===== src/rtl/vdp_vram_slot_arbiter_pkg.sv =====
// Shared types and constants for the VRAM slot arbiter.
// - slot_phase_t : phase of the 4-cycle VRAM access slot (AP/FS/DL/DR) or IDLE.
// - owner_t      : owner of the in-flight slot.
// - PREFETCH_COL : first column of the forced hblank prefetch slot.
// - PREFETCH_IDLE: column after the prefetch slot; never starts a slot.
package vram_arb_pkg;

  localparam int unsigned CX_W = 11;

  localparam logic [CX_W-1:0] PREFETCH_COL  = 11'd722;
  localparam logic [CX_W-1:0] PREFETCH_IDLE = 11'd726;

  typedef enum logic [2:0] {
    AP,
    FS,
    DL,
    DR,
    IDLE
  } slot_phase_t;

  typedef enum logic [1:0] {
    NONE,
    DISP,
    CPU,
    CMD
  } owner_t;

endpackage


===== src/rtl/vdp_vram_slot_arbiter_if.sv =====
// Requester / VRAM bus bundle for the slot arbiter.
// - disp_* : display fetch request, address, read data and valid pulse.
// - cpu_*  : CPU request/ack handshake with write data, byte enables and read data.
// - cmd_*  : command engine, same set as cpu_*.
// - mem_*  : single 32-bit VRAM port toward the SDRAM controller.
// Modport slave is the arbiter; modport master is the requesters plus memory.
interface vdp_vram_slot_arbiter_if #(
  parameter int unsigned ADDR_W = 17
);
  logic              disp_req;
  logic [ADDR_W-1:0] disp_addr;
  logic [31:0]       disp_rdata;
  logic              disp_valid;

  logic              cpu_req;
  logic              cpu_wr;
  logic [ADDR_W-1:0] cpu_addr;
  logic [31:0]       cpu_wdata;
  logic [3:0]        cpu_be;
  logic              cpu_ack;
  logic [31:0]       cpu_rdata;

  logic              cmd_req;
  logic              cmd_wr;
  logic [ADDR_W-1:0] cmd_addr;
  logic [31:0]       cmd_wdata;
  logic [3:0]        cmd_be;
  logic              cmd_ack;
  logic [31:0]       cmd_rdata;

  logic [ADDR_W-1:0] mem_addr;
  logic              mem_rd;
  logic              mem_wr;
  logic [31:0]       mem_wdata;
  logic [3:0]        mem_be;
  logic [31:0]       mem_rdata;

  modport slave (
    input  disp_req, disp_addr,
    input  cpu_req, cpu_wr, cpu_addr, cpu_wdata, cpu_be,
    input  cmd_req, cmd_wr, cmd_addr, cmd_wdata, cmd_be,
    input  mem_rdata,
    output disp_rdata, disp_valid,
    output cpu_ack, cpu_rdata,
    output cmd_ack, cmd_rdata,
    output mem_addr, mem_rd, mem_wr, mem_wdata, mem_be
  );

  modport master (
    output disp_req, disp_addr,
    output cpu_req, cpu_wr, cpu_addr, cpu_wdata, cpu_be,
    output cmd_req, cmd_wr, cmd_addr, cmd_wdata, cmd_be,
    output mem_rdata,
    input  disp_rdata, disp_valid,
    input  cpu_ack, cpu_rdata,
    input  cmd_ack, cmd_rdata,
    input  mem_addr, mem_rd, mem_wr, mem_wdata, mem_be
  );

endinterface


===== src/rtl/vdp_vram_slot_arbiter_phase_gen.sv =====
// Maps the pixel column to the VRAM slot phase.
// - i_cx    : current pixel column.
// - o_phase : AP/FS/DL/DR from cx[1:0] (2/3/0/1), with the hblank prefetch window
//             overriding it and the column after the window forced to IDLE.
module vdp_slot_phase_gen
  import vram_arb_pkg::*;
(
  input  logic [CX_W-1:0] i_cx,
  output slot_phase_t     o_phase
);

  logic       w_in_window;
  logic       w_ap_collides;
  logic [1:0] w_win_off;

  always_comb begin
    w_in_window   = (i_cx >= PREFETCH_COL) && (i_cx <= PREFETCH_COL + 11'd3);
    w_win_off     = 2'(i_cx - PREFETCH_COL);
    // A natural slot whose DR would land inside the prefetch window never starts.
    w_ap_collides = (i_cx < PREFETCH_COL) && (i_cx + 11'd3 >= PREFETCH_COL);
    o_phase       = IDLE;
    if (w_in_window) begin
      case (w_win_off)
        2'd0:    o_phase = AP;
        2'd1:    o_phase = FS;
        2'd2:    o_phase = DL;
        default: o_phase = DR;
      endcase
    end else if (i_cx == PREFETCH_IDLE) begin
      o_phase = IDLE;
    end else begin
      case (i_cx[1:0])
        2'd2:    o_phase = w_ap_collides ? IDLE : AP;
        2'd3:    o_phase = FS;
        2'd0:    o_phase = DL;
        default: o_phase = DR;
      endcase
    end
  end

endmodule


===== src/rtl/vdp_vram_slot_arbiter.sv =====
// Time-slotted arbiter for the shared 32-bit VRAM port.
// - i_clk, i_reset_n : pixel clock, asynchronous active-low reset.
// - i_enable         : super-res active; display requests are ignored when low.
// - i_cx             : current pixel column, drives the slot phase.
// - io_bus           : display / CPU / command-engine requesters and the VRAM port.
// - o_slot_owner     : owner of the in-flight slot (debug).
// Display wins any slot it requests; CPU and command engine share the rest round-robin.
// Grant at AP, strobe in FS, read data and ack/valid at DR (3 cycles after AP).
module vdp_vram_slot_arbiter
  import vram_arb_pkg::*;
#(
  parameter int unsigned ADDR_W = 17
) (
  input  logic                    i_clk,
  input  logic                    i_reset_n,
  input  logic                    i_enable,
  input  logic [CX_W-1:0]         i_cx,
  vdp_vram_slot_arbiter_if.slave  io_bus,
  output owner_t                  o_slot_owner
);

  slot_phase_t       w_phase;
  owner_t            w_grant;
  logic [ADDR_W-1:0] w_g_addr;
  logic              w_g_wr;
  logic [31:0]       w_g_wdata;
  logic [3:0]        w_g_be;

  owner_t            r_owner;
  logic              r_rr_cmd;  // 0 = CPU wins the next contested slot, 1 = CMD
  logic [ADDR_W-1:0] r_addr;
  logic [31:0]       r_wdata;
  logic [3:0]        r_be;
  logic              r_mem_rd;
  logic              r_mem_wr;
  logic              r_disp_valid;
  logic              r_cpu_ack;
  logic              r_cmd_ack;
  logic [31:0]       r_disp_rdata;
  logic [31:0]       r_cpu_rdata;
  logic [31:0]       r_cmd_rdata;

  vdp_slot_phase_gen u_phase_gen (
    .i_cx    (i_cx),
    .o_phase (w_phase)
  );

  always_comb begin
    w_grant = NONE;
    if (i_enable && io_bus.disp_req) begin
      w_grant = DISP;
    end else if (io_bus.cpu_req && io_bus.cmd_req) begin
      w_grant = r_rr_cmd ? CMD : CPU;
    end else if (io_bus.cpu_req) begin
      w_grant = CPU;
    end else if (io_bus.cmd_req) begin
      w_grant = CMD;
    end
  end

  always_comb begin
    w_g_addr  = '0;
    w_g_wr    = 1'b0;
    w_g_wdata = '0;
    w_g_be    = '0;
    case (w_grant)
      DISP: begin
        w_g_addr = io_bus.disp_addr;
      end
      CPU: begin
        w_g_addr  = io_bus.cpu_addr;
        w_g_wr    = io_bus.cpu_wr;
        w_g_wdata = io_bus.cpu_wdata;
        w_g_be    = io_bus.cpu_be;
      end
      CMD: begin
        w_g_addr  = io_bus.cmd_addr;
        w_g_wr    = io_bus.cmd_wr;
        w_g_wdata = io_bus.cmd_wdata;
        w_g_be    = io_bus.cmd_be;
      end
      default: ;
    endcase
  end

  always_ff @(posedge i_clk or negedge i_reset_n) begin
    if (!i_reset_n) begin
      r_owner      <= NONE;
      r_rr_cmd     <= 1'b0;
      r_addr       <= '0;
      r_wdata      <= '0;
      r_be         <= '0;
      r_mem_rd     <= 1'b0;
      r_mem_wr     <= 1'b0;
      r_disp_valid <= 1'b0;
      r_cpu_ack    <= 1'b0;
      r_cmd_ack    <= 1'b0;
      r_disp_rdata <= '0;
      r_cpu_rdata  <= '0;
      r_cmd_rdata  <= '0;
    end else begin
      r_mem_rd     <= 1'b0;
      r_mem_wr     <= 1'b0;
      r_disp_valid <= 1'b0;
      r_cpu_ack    <= 1'b0;
      r_cmd_ack    <= 1'b0;
      unique case (w_phase)
        AP: begin
          r_owner <= w_grant;
          // An empty slot keeps the previous address on the bus.
          if (w_grant != NONE) begin
            r_addr   <= w_g_addr;
            r_wdata  <= w_g_wdata;
            r_be     <= w_g_be;
            r_mem_rd <= !w_g_wr;
            r_mem_wr <= w_g_wr;
          end
          if (w_grant == CPU || w_grant == CMD) begin
            r_rr_cmd <= !r_rr_cmd;
          end
        end
        DL: begin
          // Ack is withheld if the requester dropped its request mid-slot.
          case (r_owner)
            DISP:    r_disp_valid <= 1'b1;
            CPU:     r_cpu_ack    <= io_bus.cpu_req;
            CMD:     r_cmd_ack    <= io_bus.cmd_req;
            default: ;
          endcase
        end
        DR: begin
          case (r_owner)
            DISP:    r_disp_rdata <= io_bus.mem_rdata;
            CPU:     r_cpu_rdata  <= io_bus.mem_rdata;
            CMD:     r_cmd_rdata  <= io_bus.mem_rdata;
            default: ;
          endcase
          r_owner <= NONE;
        end
        default: ;
      endcase
    end
  end

  assign io_bus.mem_addr   = r_addr;
  assign io_bus.mem_rd     = r_mem_rd;
  assign io_bus.mem_wr     = r_mem_wr;
  assign io_bus.mem_wdata  = r_wdata;
  assign io_bus.mem_be     = r_be;
  assign io_bus.disp_valid = r_disp_valid;
  assign io_bus.cpu_ack    = r_cpu_ack;
  assign io_bus.cmd_ack    = r_cmd_ack;

  // During DR the read data passes straight through so it lines up with the
  // ack; afterwards the value captured at DR is held.
  assign io_bus.disp_rdata = r_disp_valid ? io_bus.mem_rdata : r_disp_rdata;
  assign io_bus.cpu_rdata  = r_cpu_ack    ? io_bus.mem_rdata : r_cpu_rdata;
  assign io_bus.cmd_rdata  = r_cmd_ack    ? io_bus.mem_rdata : r_cmd_rdata;

  assign o_slot_owner = r_owner;

endmodule


===== src/flat_wrapper.sv =====
// flat-port wrapper written by rule: the top's interface ports become plain ports
module vdp_vram_slot_arbiter_flat import vram_arb_pkg::*;
#(
  parameter int unsigned ADDR_W = 17
)
  (i_clk, i_reset_n, i_enable, i_cx, o_slot_owner, io_bus_disp_req, io_bus_disp_addr, io_bus_cpu_req, io_bus_cpu_wr, io_bus_cpu_addr, io_bus_cpu_wdata, io_bus_cpu_be, io_bus_cmd_req, io_bus_cmd_wr, io_bus_cmd_addr, io_bus_cmd_wdata, io_bus_cmd_be, io_bus_mem_rdata, io_bus_disp_rdata, io_bus_disp_valid, io_bus_cpu_ack, io_bus_cpu_rdata, io_bus_cmd_ack, io_bus_cmd_rdata, io_bus_mem_addr, io_bus_mem_rd, io_bus_mem_wr, io_bus_mem_wdata, io_bus_mem_be);
  vdp_vram_slot_arbiter_if #(.ADDR_W(ADDR_W)) io_bus_i ();
  input  logic i_clk;
  input  logic i_reset_n;
  input  logic i_enable;
  input  logic [CX_W-1:0] i_cx;
  output owner_t o_slot_owner;
  input wire logic [$bits(io_bus_i.disp_req)-1:0] io_bus_disp_req;
  input wire logic [$bits(io_bus_i.disp_addr)-1:0] io_bus_disp_addr;
  input wire logic [$bits(io_bus_i.cpu_req)-1:0] io_bus_cpu_req;
  input wire logic [$bits(io_bus_i.cpu_wr)-1:0] io_bus_cpu_wr;
  input wire logic [$bits(io_bus_i.cpu_addr)-1:0] io_bus_cpu_addr;
  input wire logic [$bits(io_bus_i.cpu_wdata)-1:0] io_bus_cpu_wdata;
  input wire logic [$bits(io_bus_i.cpu_be)-1:0] io_bus_cpu_be;
  input wire logic [$bits(io_bus_i.cmd_req)-1:0] io_bus_cmd_req;
  input wire logic [$bits(io_bus_i.cmd_wr)-1:0] io_bus_cmd_wr;
  input wire logic [$bits(io_bus_i.cmd_addr)-1:0] io_bus_cmd_addr;
  input wire logic [$bits(io_bus_i.cmd_wdata)-1:0] io_bus_cmd_wdata;
  input wire logic [$bits(io_bus_i.cmd_be)-1:0] io_bus_cmd_be;
  input wire logic [$bits(io_bus_i.mem_rdata)-1:0] io_bus_mem_rdata;
  output wire logic [$bits(io_bus_i.disp_rdata)-1:0] io_bus_disp_rdata;
  output wire logic [$bits(io_bus_i.disp_valid)-1:0] io_bus_disp_valid;
  output wire logic [$bits(io_bus_i.cpu_ack)-1:0] io_bus_cpu_ack;
  output wire logic [$bits(io_bus_i.cpu_rdata)-1:0] io_bus_cpu_rdata;
  output wire logic [$bits(io_bus_i.cmd_ack)-1:0] io_bus_cmd_ack;
  output wire logic [$bits(io_bus_i.cmd_rdata)-1:0] io_bus_cmd_rdata;
  output wire logic [$bits(io_bus_i.mem_addr)-1:0] io_bus_mem_addr;
  output wire logic [$bits(io_bus_i.mem_rd)-1:0] io_bus_mem_rd;
  output wire logic [$bits(io_bus_i.mem_wr)-1:0] io_bus_mem_wr;
  output wire logic [$bits(io_bus_i.mem_wdata)-1:0] io_bus_mem_wdata;
  output wire logic [$bits(io_bus_i.mem_be)-1:0] io_bus_mem_be;
  assign io_bus_i.disp_req = io_bus_disp_req;
  assign io_bus_i.disp_addr = io_bus_disp_addr;
  assign io_bus_i.cpu_req = io_bus_cpu_req;
  assign io_bus_i.cpu_wr = io_bus_cpu_wr;
  assign io_bus_i.cpu_addr = io_bus_cpu_addr;
  assign io_bus_i.cpu_wdata = io_bus_cpu_wdata;
  assign io_bus_i.cpu_be = io_bus_cpu_be;
  assign io_bus_i.cmd_req = io_bus_cmd_req;
  assign io_bus_i.cmd_wr = io_bus_cmd_wr;
  assign io_bus_i.cmd_addr = io_bus_cmd_addr;
  assign io_bus_i.cmd_wdata = io_bus_cmd_wdata;
  assign io_bus_i.cmd_be = io_bus_cmd_be;
  assign io_bus_i.mem_rdata = io_bus_mem_rdata;
  assign io_bus_disp_rdata = io_bus_i.disp_rdata;
  assign io_bus_disp_valid = io_bus_i.disp_valid;
  assign io_bus_cpu_ack = io_bus_i.cpu_ack;
  assign io_bus_cpu_rdata = io_bus_i.cpu_rdata;
  assign io_bus_cmd_ack = io_bus_i.cmd_ack;
  assign io_bus_cmd_rdata = io_bus_i.cmd_rdata;
  assign io_bus_mem_addr = io_bus_i.mem_addr;
  assign io_bus_mem_rd = io_bus_i.mem_rd;
  assign io_bus_mem_wr = io_bus_i.mem_wr;
  assign io_bus_mem_wdata = io_bus_i.mem_wdata;
  assign io_bus_mem_be = io_bus_i.mem_be;
  vdp_vram_slot_arbiter #(.ADDR_W(ADDR_W)) u_core (.i_clk(i_clk), .i_reset_n(i_reset_n), .i_enable(i_enable), .i_cx(i_cx), .io_bus(io_bus_i), .o_slot_owner(o_slot_owner));
endmodule

===== config.mk =====
export PLATFORM = sky130hd
export DESIGN_NAME = vdp_vram_slot_arbiter_flat
export DESIGN_NICKNAME = d
export VERILOG_FILES = /design/src/rtl/vdp_vram_slot_arbiter_pkg.sv /design/src/rtl/vdp_vram_slot_arbiter_if.sv /design/src/rtl/vdp_vram_slot_arbiter_phase_gen.sv /design/src/rtl/vdp_vram_slot_arbiter.sv /design/src/flat_wrapper.sv
export SDC_FILE = /design/constraint.sdc
export NUM_CORES = 1
export LEC_CHECK = 0
export CAP_MARGIN = 20
export CORE_MARGIN = 5
export CORE_UTILIZATION = 47
export DETAILED_ROUTE_END_ITERATION = 6
export HOLD_SLACK_MARGIN = 0.03
export PLACE_DENSITY = 0.84
export SLEW_MARGIN = 20
export SYNTH_ARGS = -nofsm -noshare
export SYNTH_HDL_FRONTEND = slang
export SYNTH_SLANG_ARGS = --single-unit

===== constraint.sdc =====
create_clock -name i_clk -period 5.11 [get_ports i_clk]
set_input_delay 0.511 -clock i_clk [delete_from_list [all_inputs] [get_ports i_clk]]
set_output_delay 0.511 -clock i_clk [all_outputs]
set_load 0.005 [all_outputs]

### Word-level counts from Yosys, hierarchy flattened

Cells that the tools add are included.

* reductions and logical operators: 17
* bitwise gates (word level): 0
* equal/unequal tests: 13
* add/sub/neg operators: 2
* divide/modulo/power cells: 0
* multiplexer cells: 28
* $mul: 0
* magnitude comparators: 4
* shifts and indexed selects: 0

Operators by type and width (number)
* $mux 32: 3
* $pmux 32 s2: 1
* $pmux 17 s3: 1
* $ge 11x10->1 const B: 2
* $eq 2x2->1 const B: 7
* $add 11x2->11 const B: 1
* $eq 11x10->1 const B: 1
* $le 11x10->1 const B: 1
* $lt 11x10->1 const B: 1
* $mux 1: 11
* $reduce_and 2->1: 5
* $mux 3: 3
* $pmux 3 s3: 1
* $mux 2: 4
* $pmux 4 s2: 1
* $eq 2x1->1 const B: 3
* $eq 3x2->1 const B: 2
* $pmux 2 s3: 1
* $logic_and 1x1->1: 4
* $logic_not 2->1: 2
* $pmux 2 s2: 1
* $reduce_bool 2->1: 2
* $logic_not 3->1: 1
* $logic_not 1->1: 2
* 3 further kinds: 3

* logic and storage cells: 77
* ROM bits: 0
* memories: 0
* memory bits (writable): 0
* output and inout port bits: 156
* bits in latches: 0
* input bits: 174
* register bits after elaboration: 157

### Depth between registers and ports, before layout

Gate-level depths: netlist of run 1.

* depth in word-level cells: 9
* gate-level depth with buffers: 12
* gate-level depth less buffers: 9

### Hierarchy

Synthesis of run 1 repeated with hierarchy kept, for this count alone.

* cells, all modules: 726
* area total of the unflattened synthesis: 8458.1 µm²

By module, submodules not included
* vdp_vram_slot_arbiter: sequential area each 3928.8 µm², cells each 661, times used 1, area each 8005.2 µm²
* vdp_slot_phase_gen: sequential area each 0.0 µm², cells each 65, times used 1, area each 452.9 µm²

### Least setup slack after synthesis of run 1

No wires, ideal clock.

* path kind: input -> register
* from: in i_cx[0]
* to: reg u_core.r_addr[0], in the netlist u_core.io_bus.mem_addr[0]
* buffers on the path: 2
* cell stages on the path: 10
* setup time: 0.127 ns
* setup slack: 2.025 ns
* arrival time: 2.958 ns
* required time: 4.983 ns
* cells stage by stage: inv_1 ha_1 buf_2 and4b_1 or4b_1 xor2_1 o211ai_2 a211oi_4 buf_6 mux2_1

* cells in the longest elaborated chain, start to end: 9
* elaborated cells between the ends (all ways): 22
* classes of those cells: add/sub: 2; order compare: 4; eq/ne: 5; mux: 5; reduce/logical: 6

Ends and longest elaborated chain
* from (decl): line flat_wrapper.sv:11 `input logic [CX_W-1:0] i_cx;`
* $add 11x2->11: line vdp_vram_slot_arbiter_phase_gen.sv:20 `w_ap_collides = (i_cx < PREFETCH_COL) && (i_cx + 11'd3 >= PREFETCH_COL);`
* $ge 11x10->1: line vdp_vram_slot_arbiter_phase_gen.sv:20
* $logic_and 1x1->1: line vdp_vram_slot_arbiter_phase_gen.sv:20
* $mux 3: line vdp_vram_slot_arbiter_phase_gen.sv:33 `2'd2: o_phase = w_ap_collides ? IDLE : AP;`
* $pmux 3 s3: line vdp_vram_slot_arbiter_phase_gen.sv:32 `case (i_cx[1:0])`
* $mux 3: line vdp_vram_slot_arbiter_phase_gen.sv:29 `end else if (i_cx == PREFETCH_IDLE) begin`
* $mux 3 (*): line vdp_vram_slot_arbiter_phase_gen.sv:22 `if (w_in_window) begin`
* $logic_not 3->1 (*): line vdp_vram_slot_arbiter.sv:107 `unique case (w_phase)`
* $reduce_and 2->1 (no line) (*)
* to (signal assigned): line vdp_vram_slot_arbiter.sv:112 `r_addr <= w_g_addr;`
* to (decl): line vdp_vram_slot_arbiter.sv:31 `logic [ADDR_W-1:0] r_addr;`

Every way passes the cells marked *; elsewhere a longest branch is shown, timed or not.
A chain may end at the register's enable or synchronous reset.

### Worst setup path after layout of run 1

* from: in i_cx[0]
* to: reg u_core.r_disp_rdata[14]

* cells in the longest elaborated chain, start to end: 9
* elaborated cells between the ends (all ways): 22
* classes of those cells: add/sub: 2; order compare: 4; eq/ne: 6; mux: 5; reduce/logical: 5

Ends and longest elaborated chain
* $add 11x2->11: line vdp_vram_slot_arbiter_phase_gen.sv:20
* $ge 11x10->1: line vdp_vram_slot_arbiter_phase_gen.sv:20
* $logic_and 1x1->1: line vdp_vram_slot_arbiter_phase_gen.sv:20
* $mux 3: line vdp_vram_slot_arbiter_phase_gen.sv:33
* $pmux 3 s3: line vdp_vram_slot_arbiter_phase_gen.sv:32
* $mux 3: line vdp_vram_slot_arbiter_phase_gen.sv:29
* $mux 3 (*): line vdp_vram_slot_arbiter_phase_gen.sv:22
* $eq 3x2->1 (*): line vdp_vram_slot_arbiter.sv:107
* $reduce_and 2->1 (no line) (*)
* to (signal assigned): line vdp_vram_slot_arbiter.sv:133 `DISP: r_disp_rdata <= io_bus.mem_rdata;`
* to (decl): line vdp_vram_slot_arbiter.sv:39 `logic [31:0] r_disp_rdata;`

Marked as above.

==> results.txt, run 1 <==
Row Count: 48
post-synth net total: 804
initial antenna violation count: 1
root buf cell: clkbuf_16
cts hold-fix bufs: 0
Yosys top cell area share: 48.1%
final worst path period share: 72.0%
FFs w/ async S/R, synth: 100%
P per Cell Area: 464 nW/µm²
synth top area cells: dfrtp_1, mux2_2, mux2_1
GP Congestion: 0.868
final number of hold-violating endpoints: 0
Hold Path Class: in -> async
Layout Nets: 1118
CTS tree: built
HPWL Detailed: 17700 µm
die height: 142 µm
leading area contributor after synthesis: dfrtp_1
Final Non-Filler Cells: 1173
CP bufs+invs: 3
layout cells sized above 1: 25.4%
GR Util All Layers: 23.9%
Worst EP required: 5.41 ns
Mapped Avg Cell Area: 13.1 µm²
I/O pin cnt: 330
DR vias/cell: 5.44
Core Footprint: 17200 µm²
crit path time final: 3.68 ns
worst-path maximum fanout: 20
vias in the first global route: 6866
commonest non-fill, non-tap cell in the layout: clkdlybuf4s50_1
Netlist Area Pre-Place: 8170 µm²
clock transition at the registers of the reported paths: 0.06 ns
Post-CTS Resized: 0
first-pass GRT wire length: 37500 µm
Syn. warnings: 0
EDFF count, synth: 0
Synth Register Bits: 157
synthesis-to-layout area growth: 51.0%
Clock Sinks: 157
final antenna-violating net count: 0
FMAX: 0.272 GHz
vias: 6385
CP startpoint kind: primary input
total placed cells including tap cells: 1144
Port-buffer cells: 329
Slew headroom: 33.3%
Worst setup EP type: flip-flop
wire length per cell: 20.6 µm
most frequent cells in the layout: clkdlybuf4s50_1, mux2_2, dfrtp_1, mux2_1, a22o_1
Pre-Repair DR Iteration Count: 4
Clk Latency, worst-skew pair: 0.41 ns
Slew @ Worst Pin: 1.00 ns
final setup skew: 0.00554 ns
clock buffer depth: 2
initial core utilization: 47.6%
run status: finished, final reports clean
Final setup viols: 0
total CTS buffers: 17
Slowest cell on crit path: clkdlybuf4s50_1
1st-iter DRT viols: 211
grt ovf: 0
Setup CP Type: in -> reg
critical-path cell list: clkdlybuf4s50_1 > inv_1 > ha_1 > and4b_1 > or4b_1 > xor2_1 > o211ai_2 > a21oi_4 > buf_12 > mux2_2
largest net degree at the start of global routing: 68
cell family with most CP delay: buffers and inverters
Synth Flop Type: dfrtp_1
Total Die Area: 20100 µm²
RSZ-0062 raised after global routing: no
Peak supply drop: 0.000248 V
leakage power: 0.00516 µW
part of the Yosys area used for sequential elements: 48.1%
die width: 142 µm
Post-route DRC: 0
sum of negative setup slack: 0 ns
cell count after synthesis: 624
setup bufs post-CTS: 0
routed wire length: 24100 µm
Final Max Tran Viols: 0
max_cap viols: 0
H-tree depth: 4
Arr. time, crit path: 3.98 ns
CP max stage delay: 0.62 ns
post-synth cell types: 56
per-layer routing:
| metal | share of wire (%) | global-route usage (%) | routed length, µm |
|---|---|---|---|
| met1 | 39 | 27.6 | 9340 |
| met2 | 51 | 41.7 | 12200 |
| met3 | 6.6 | 6.50 | 1590 |
| met4 | 4.1 | 10.6 | 990 |
| met5 | 0 | 0 | 0 |
cell type report:
type / instances / area (µm²)
sequential: 157 / 3930
multi-input combinational: 403 / 3990
clock buffer: 21 / 460
fill: 1266 / 4840
inverter: 19 / 71.3
antenna: 1 / 2.50
clock inverter: 7 / 188
timing repair buffer: 340 / 3410
tap: 225 / 282
logic make-up after synthesis:
kind of cell	after synthesis	share of synthesized area, %
AOI/OAI and AO/OA	94	10.0
adders and majority gates	6	0.919
muxes	236	32.5
xor gates and xnor gates	4	0.429
buffers and inverters	64	3.51
DFF	157	48.1
and+or+nand+nor	63	4.56
worst paths after layout:
check | startpoint | to | slack (ns) | cells after the start
worst max-delay path | i_cx[0] | u_core.r_disp_rdata[14] | 1.43 | 10
worst min-delay path | i_reset_n | u_core.io_bus.mem_addr[5] | 0.09 | 1
worst max register to register | u_core.r_rr_cmd | u_core.io_bus.mem_rd | 3.20 | 6
worst min register to register | u_core.r_disp_rdata[18] | u_core.r_disp_rdata[18] | 0.48 | 1
max in group asynchronous | i_reset_n | u_core.r_cpu_rdata[5] | 3.94 | 2
min in group i_clk | u_core.r_disp_rdata[18] | u_core.r_disp_rdata[18] | 0.48 | 1
through the flow:
step | area [µm²] | hold WS [ns] | setup WS, ns | power [µW] | utilization, %
5_1_grt | 12300 | 0.120 | 1.23 | 6050 | 71.8
3_3_place_gp | 11700 | 0.466 | 1.06 | 4290 | 68.0
2_1_floorplan | 8170 | 0.215 | 2.02 | 2930 | -
6_report | 12300 | 0.0901 | 1.43 | 5730 | 71.8
3_5_place_dp | 11700 | 0.473 | 1.00 | 4350 | 68.1
4_1_cts | 12300 | 0.102 | 1.45 | 5790 | 71.8
Yosys cell counts, types with 2 or more instances:
cell type,n
nor3_1,2
a21oi_1,7
o21ai_0,2
buf_1,9
a22oi_1,2
mux2_2,192
inv_1,19
buf_6,4
nand4_1,2
and3_1,19
mux2_1,43
dfrtp_1,157
a22o_1,36
or3_1,4
nand2_1,12
xor2_1,2
or2_2,2
and4_1,2
o2bb2ai_1,11
nand3_1,2
buf_2,10
nor2b_1,2
ha_1,6
a211oi_1,2
xnor2_1,2
nor2_1,4
clkbuf_1,21
a31oi_1,2
and2_1,3
a221o_1,17
power by group:
| part | internal [µW] | total [µW] | switching (µW) |
|---|---|---|---|
| combinational | 1590 | 2350 | 760 |
| clock | 932 | 1400 | 472 |
| sequential | 1730 | 1980 | 250 |
state kept, by name, indices dropped and copies added (netlist names):
signal,flops
u_core.o_slot_owner,2
u_core.io_bus.mem_addr,17
u_core.io_bus.mem_wdata,32
u_core.r_cmd_rdata,32
u_core.r_disp_rdata,32
u_core.io_bus.mem_rd,1
u_core.io_bus.disp_valid,1
u_core.r_cpu_rdata,32
u_core.io_bus.mem_wr,1
u_core.io_bus.cmd_ack,1
u_core.io_bus.cpu_ack,1
u_core.io_bus.mem_be,4
u_core.r_rr_cmd,1
(Power assumes the default switching activity.)
==> inputs of run 2 (changes only) <==
CORE_UTILIZATION = 44   (was 47)
PLACE_DENSITY = 0.79   (was 0.84)
clock period = 3.4 ns   (was 5.11 ns; I/O delays follow)
==> run 2 against run 1 <==
First-iteration DRC count shrank 9.5%. Non-clock buffer count grew 11. Sequential power grew 50%. Cell area up 0.77%. Routed wire length up 0.27%. Global-route usage fell by 1.7 points. Flip-flop and latch count is the same. Clock skew increased by 0.0045 ns. Critical endpoint is now u_core.io_bus.mem_addr[13]. Largest cell class unchanged. Highest routed layer unchanged.
==> results.txt, run 2 (synthesized netlist as in run 1, its figures left out) <==
commonest non-fill, non-tap cell in the layout: clkdlybuf4s50_1 (unchanged)
synthesis-to-layout area growth: 52.2% (was 51.0%)
Total Die Area: 21400 µm² (was 20100 µm²)
RSZ-0062 raised after global routing: no (unchanged)
Worst setup EP type: flip-flop (unchanged)
Slowest cell on crit path: clkdlybuf4s50_1 (unchanged)
CP bufs+invs: 3 (unchanged)
clock buffer depth: 2 (unchanged)
sum of negative setup slack: 0 ns (unchanged)
critical-path cell list: clkdlybuf4s50_1 > inv_1 > ha_1 > and4b_1 > or4b_1 > xor2_1 > o211ai_2 > a211oi_4 > buf_12 > mux2_2 (was clkdlybuf4s50_1 > inv_1 > ha_1 > and4b_1 > or4b_1 > xor2_1 > o211ai_2 > a21oi_4 > buf_12 > mux2_2)
leakage power: 0.00520 µW (was 0.00516 µW)
initial antenna violation count: 0 (was 1)
Setup CP Type: in -> reg (unchanged)
Slew headroom: 34.7% (was 33.3%)
P per Cell Area: 680 nW/µm² (was 464 nW/µm²)
Post-CTS Resized: 0 (unchanged)
Row Count: 49 (was 48)
I/O pin cnt: 330 (unchanged)
total CTS buffers: 17 (unchanged)
Register Area: 3930 µm² (unchanged)
grt ovf: 0 (unchanged)
CP startpoint kind: primary input (unchanged)
placed inst area: 11800 µm² (was 11700 µm²)
first-pass GRT wire length: 37700 µm (was 37500 µm)
crit path time final: 2.92 ns
die height: 146 µm (was 142 µm)
setup bufs post-CTS: 0 (unchanged)
Final Max Tran Viols: 0 (unchanged)
routed wire length: 24200 µm (was 24100 µm)
DR vias/cell: 5.39 (was 5.44)
Fill cells: 1362 (was 1266)
Pre-Repair DR Iteration Count: 4 (unchanged)
Peak supply drop: 0.000350 V (was 0.000248 V)
Port-buffer cells: 329 (unchanged)
Arr. time, crit path: 3.22 ns (was 3.98 ns)
vias in the first global route: 6727 (was 6866)
Worst EP required: 3.69 ns (was 5.41 ns)
H-tree depth: 4 (unchanged)
Slew @ Worst Pin: 0.980 ns (was 1.00 ns)
design area: 12400 µm² (was 12300 µm²)
clock transition at the registers of the reported paths: 0.07 ns (was 0.06 ns)
Hold Path Class: reg -> reg (was in -> async)
Final setup viols: 0 (unchanged)
# diodes: 0 (was 1)
CTS tree: built (unchanged)
GR Util All Layers: 22.3% (was 23.9%)
GP Congestion: 0.854 (was 0.868)
Final Non-Filler Cells: 1191 (was 1173)
largest net degree at the start of global routing: 70 (was 68)
wire length per cell: 20.3 µm (was 20.6 µm)
final worst path period share: 86.0%
footprint of the multi-input gates: 4000 µm² (was 3990 µm²)
final setup skew: 0.0100 ns (was 0.00554 ns)
Core Footprint: 18100 µm² (was 17200 µm²)
worst-path maximum fanout: 27 (was 20)
Power, Total: 8460 µW (was 5730 µW)
cell family with most CP delay: buffers and inverters (unchanged)
layout cells sized above 1: 26.3% (was 25.4%)
total placed cells including tap cells: 1158 (was 1144)
Clock Sinks: 157 (unchanged)
final antenna-violating net count: 0 (unchanged)
Post-route DRC: 0 (unchanged)
CP max stage delay: 0.48 ns (was 0.62 ns)
FMAX: 0.342 GHz
1st-iter DRT viols: 191 (was 211)
max_cap viols: 0 (unchanged)
Layout Nets: 1129 (was 1118)
HPWL Detailed: 18100 µm (was 17700 µm)
run status: finished, final reports clean (unchanged)
most frequent cells in the layout: clkdlybuf4s50_1, mux2_2, dfrtp_1, mux2_1, a22o_1 (unchanged)
root buf cell: clkbuf_16 (unchanged)
vias: 6422 (was 6385)
initial core utilization: 45.0% (was 47.6%)
final number of hold-violating endpoints: 0 (unchanged)
die width: 146 µm (was 142 µm)
Clk Latency, worst-skew pair: 0.42 ns (was 0.41 ns)
## run 2: cell count changes in the layout (fill, tap and decap cells not counted), moves of 2 or more
cell        before  now
bufinv_16        6    3
buf_4            8   14
clkbuf_1         2    4
buf_12           3    7
clkinvlp_4       1    3
## run 2: final timing paths
path | start | slack [ns] | end | cells past startpoint
max in group asynchronous | i_reset_n | 2.06 | u_core.r_cpu_rdata[25] | 3
worst max-delay path | i_cx[0] | 0.48 | u_core.io_bus.mem_addr[13] | 10
worst min register to register | u_core.io_bus.mem_addr[1] | 0.48 | u_core.io_bus.mem_addr[1] | 1
worst max register to register | u_core.r_rr_cmd | 1.37 | u_core.io_bus.mem_rd | 6
min in group asynchronous | i_reset_n | 0.49 | u_core.io_bus.mem_wdata[23] | 2
worst min-delay path | u_core.io_bus.mem_addr[1] | 0.48 | u_core.io_bus.mem_addr[1] | 1
## run 2: per-layer routing
| layer | vias up | part of all wire [%] | GRT usage, % |
|---|---|---|---|
| met5 | - | 0 | 0 |
| met4 | 0 | 3.9 | 9.97 |
| met3 | 48 | 7.4 | 6.07 |
| met2 | 252 | 50 | 37.8 |
| met1 | 3134 | 39 | 26.5 |
| li1 | 2988 | - | - |
## run 2: repair_timing
item | in CTS | in global routing
endpoints found under the hold margin | 67 | 0
setup endpoints to repair | 0 | 0
hold buffers | 1 | 0
## run 2: through the flow
stage	worst slack, ns	hold WS, ns	util (%)
floorplan	0.486	0.0444	-
global placement	0.125	0.397	65.1
detailed placement	0.0527	0.393	65.1
CTS	0.480	0.485	68.5
global route	0.319	0.498	68.5
finish	0.476	0.484	68.5
## run 2: cell type report
class	instances	share of cell area, %
inverter	19	0.574
tap	229	2.30
multi-input combinational	403	32.1
clock inverter	9	1.09
sequential	157	31.6
clock buffer	23	3.76
timing repair buffer	351	28.5
## run 2: report_power, final
part	leakage, µW	total (µW)	internal [µW]	switching, µW
clock network	0.000284	1940	1200	742
logic	0.00298	3550	2400	1150
registers	0.00194	2970	2600	372
total	0.00520	8460	6200	2260
## run 2: worst reg2reg max path: stages, from the launching register on
cell and delay (ns):
dfrtp_1 0.34, inv_1 0.07, a21boi_2 0.60, and2_1 0.22, buf_4 0.34, a22oi_1 0.16
and2_1 0.20
==> RTL change: new RTL, flow settings as in run 2 <==
`ADDR_W` is set to 17 in 3 places; all go to 34.
--- a/src/rtl/vdp_vram_slot_arbiter_if.sv
+++ b/src/rtl/vdp_vram_slot_arbiter_if.sv
@@ -5,7 +5,7 @@
 // - mem_*  : single 32-bit VRAM port toward the SDRAM controller.
 // Modport slave is the arbiter; modport master is the requesters plus memory.
 interface vdp_vram_slot_arbiter_if #(
-  parameter int unsigned ADDR_W = 17
+  parameter int unsigned ADDR_W = 34
 );
   logic              disp_req;
   logic [ADDR_W-1:0] disp_addr;
--- a/src/rtl/vdp_vram_slot_arbiter.sv
+++ b/src/rtl/vdp_vram_slot_arbiter.sv
@@ -9,7 +9,7 @@
 module vdp_vram_slot_arbiter
   import vram_arb_pkg::*;
 #(
-  parameter int unsigned ADDR_W = 17
+  parameter int unsigned ADDR_W = 34
 ) (
   input  logic                    i_clk,
   input  logic                    i_reset_n,
--- a/src/flat_wrapper.sv
+++ b/src/flat_wrapper.sv
@@ -1,7 +1,7 @@
 // flat-port wrapper written by rule: the top's interface ports become plain ports
 module vdp_vram_slot_arbiter_flat import vram_arb_pkg::*;
 #(
-  parameter int unsigned ADDR_W = 17
+  parameter int unsigned ADDR_W = 34
 )
   (i_clk, i_reset_n, i_enable, i_cx, o_slot_owner, io_bus_disp_req, io_bus_disp_addr, io_bus_cpu_req, io_bus_cpu_wr, io_bus_cpu_addr, io_bus_cpu_wdata, io_bus_cpu_be, io_bus_cmd_req, io_bus_cmd_wr, io_bus_cmd_addr, io_bus_cmd_wdata, io_bus_cmd_be, io_bus_mem_rdata, io_bus_disp_rdata, io_bus_disp_valid, io_bus_cpu_ack, io_bus_cpu_rdata, io_bus_cmd_ack, io_bus_cmd_rdata, io_bus_mem_addr, io_bus_mem_rd, io_bus_mem_wr, io_bus_mem_wdata, io_bus_mem_be);
   vdp_vram_slot_arbiter_if #(.ADDR_W(ADDR_W)) io_bus_i ();
Interface: changed (resized io_bus_cmd_addr, io_bus_cpu_addr, io_bus_disp_addr and io_bus_mem_addr); port bits go from 330 to 398. The function was not compared with the original's and may differ.
==> RTL change against run 2 <==
The run now ends with design-rule violations left; wire length grew 21%; utilization grew 1.0 points; power grew 6.7%; die area grew 8.9%; largest power group unchanged; sequential share of layout area shrank 0.44 points; first-iteration DRC count grew to 3.0 times the old value; cell area grew 12%; sequential cell count grew 17; area after synthesis grew 9.6%; combinational power grew 8.7%; setup slack lost 0.00085 ns; non-clock buffer count grew 73; highest routed layer unchanged; final cell count grew 16%.
==> RTL change: results <==
metrics = {
    "status": {
        "status": "finished with violations",
        "failed_checks": "design-rule violations",
    },
    "clock_tree": {
        "cts_resized": 0,
        "post-cts-setup-buffers": 0,
        "h-tree-depth": 4,
        "clock-root-buffer": "clkbuf_16",
        "clk_pin_slew_ns": 0.07,
        "clock_path_buffers": 2,
        "clk_latency_ns": 0.42,
        "holdBufCountCts": 1,
        "cts_buffers": 17,
    },
    "place": {
        "place_ws_ns": 0.0470,
        "place.gp.congestion": 0.874,
        "dpl.hpwl_mm": 21.8,
        "port_buffers": 397,
        "placed_cells": 1349,
    },
    "worst_setup_path": {
        "crit_arrival_ns": 3.23,
        "critPathMaxStageDelay_ns": 0.53,
        "critPathSlowestCell": "or4b_1",
        "path_max_fanout": 32,
    },
    "route": {
        "wl_per_cell_um": 21.2,
        "totalWireLength_mm": 29.3,
        "vias_per_cell": 5.42,
        "drt_first_pass_iters": 7,
        "drc_errors": 6,
        "drt_iter0_markers": 573,
    },
    "logic_synthesis": {
        "synth_compound_area_share_pct": 12.0,
        "ys_top_cells_by_count": "195 x mux2_2, 174 x dfrtp_1, 66 x inv_1",
        "synth_fa_ha_area_share_pct": 0.838,
        "synth_xor_area_share_pct": 0.489,
        "synthMuxAreaShare_pct": 29.2,
        "synth.most_common_cell": "mux2_2",
        "synth.area.top_cells": "dfrtp_1 49%, mux2_2 25%, mux2i_1 3.9%",
        "syn_area_per_cell_um2": 12.5,
        "yosysUniqueCellTypes": 50,
        "ys_warn_count": 0,
        "async_flop_share_pct": 100,
        "ys_seq_area_share_pct": 48.6,
        "syn-num-nets": 945,
    },
    "worst_hold_path": {
        "min_path_type": "reg -> reg",
    },
    "grt": {
        "grt_max_degree": 80,
        "antenna_found_initial": 2,
        "first_global_vias": 7635,
        "grt_util_all_layers_pct": 24.3,
        "grt_pass1_wl_mm": 44.7,
    },
    "sta": {
        "max_slew_margin_pct": 50.1,
        "fin_skew_ns": 0.0121,
    },
    "layout": {
        "largest_reg_flops": 34,
        "final_core_util_pct": 69.5,
        "drive_gt1_share_pct": 23.7,
    },
    "pwr": {
        "p_leak_uw": 0.00572,
        "peakVddDrop_mv": 0.397,
    },
}
==> RTL change: changes by cell type after synthesis, moves of 10 or more <==
cell / delta
a222oi_1: +34
and3_1: -19
dfrtp_1: +17
o32ai_1: +27
a22o_1: -27
mux2i_1: +34
a221o_1: -17
inv_1: +47
o2bb2ai_1: -11
buf_2: +10
mux2_1: -37
a22oi_1: +26
==> RTL change: report_power, final <==
part	total [uW]	internal, uW	switching [uW]
clock	1930	1040	891
combinational	3860	2540	1310
sequential	3230	2830	400
==> RTL change: final cells by class <==
class / instances / area [um^2]
sequential: 174 / 4350
clock buffer: 18 / 429
antenna: 2 / 5.00
timing repair buffer: 424 / 4310
tap: 270 / 338
clock inverter: 14 / 146
inverter: 66 / 248
fill: 1506 / 6130
multi-input combinational: 416 / 4150
==> RTL change: critical path, delay by kind of cell <==
kind,cells,cell delay [ns]
adders and majority gates,1,0.25
muxes,2,0.46
AOI/OAI and AO/OA,2,0.62
buffers and inverters,4,0.97
and+or+nand+nor,2,0.59
==> RTL change: per-stage QoR <==
step	area [um^2]	hold slack (ns)
after floorplan	8950	0.0444
after global placement	13400	0.430
after detailed placement	13400	0.432
after CTS	14000	0.490
after global routing	14000	0.503
final	14000	0.487
==> RTL change: kinds of logic after synthesis <==
group | count (synthesis)
AO/OA/AOI/OAI | 123
multiplexers | 236
adder cells (fa/ha/maj) | 6
XOR/XNOR | 5
buffers and inverters | 124
AND/OR/NAND/NOR | 46
flip-flops | 174
==> RTL change: layer usage <==
metal  global-route usage [%]  wire length, um  part of all wire, %
met1                     29.9            11400                   39
met2                     41.4            14800                   51
met3                     6.50             2280                  7.8
met4                     8.66              836                  2.9
met5                        0                0                    0
==> RTL change: worst paths after layout <==
check | startpoint | depth (start not counted) | slack [ns] | to
min in group asynchronous | i_reset_n | 2 | 0.53 | u_core.r_cpu_rdata[22]$_DFFE_PN0P_
max in group asynchronous | i_reset_n | 3 | 1.87 | u_core.r_cmd_rdata[10]$_DFFE_PN0P_
worst max-delay path | i_cx[0] | 11 | 0.47 | u_core.r_disp_rdata[31]$_DFFE_PN0P_
worst min-delay path | u_core.io_bus.mem_be[1]$_DFFE_PN0P_ | 1 | 0.49 | u_core.io_bus.mem_be[1]$_DFFE_PN0P_
worst max register to register | u_core.r_rr_cmd$_DFFE_PN0P_ | 5 | 1.54 | u_core.io_bus.mem_be[3]$_DFFE_PN0P_
worst min register to register | u_core.io_bus.mem_be[1]$_DFFE_PN0P_ | 1 | 0.49 | u_core.io_bus.mem_be[1]$_DFFE_PN0P_
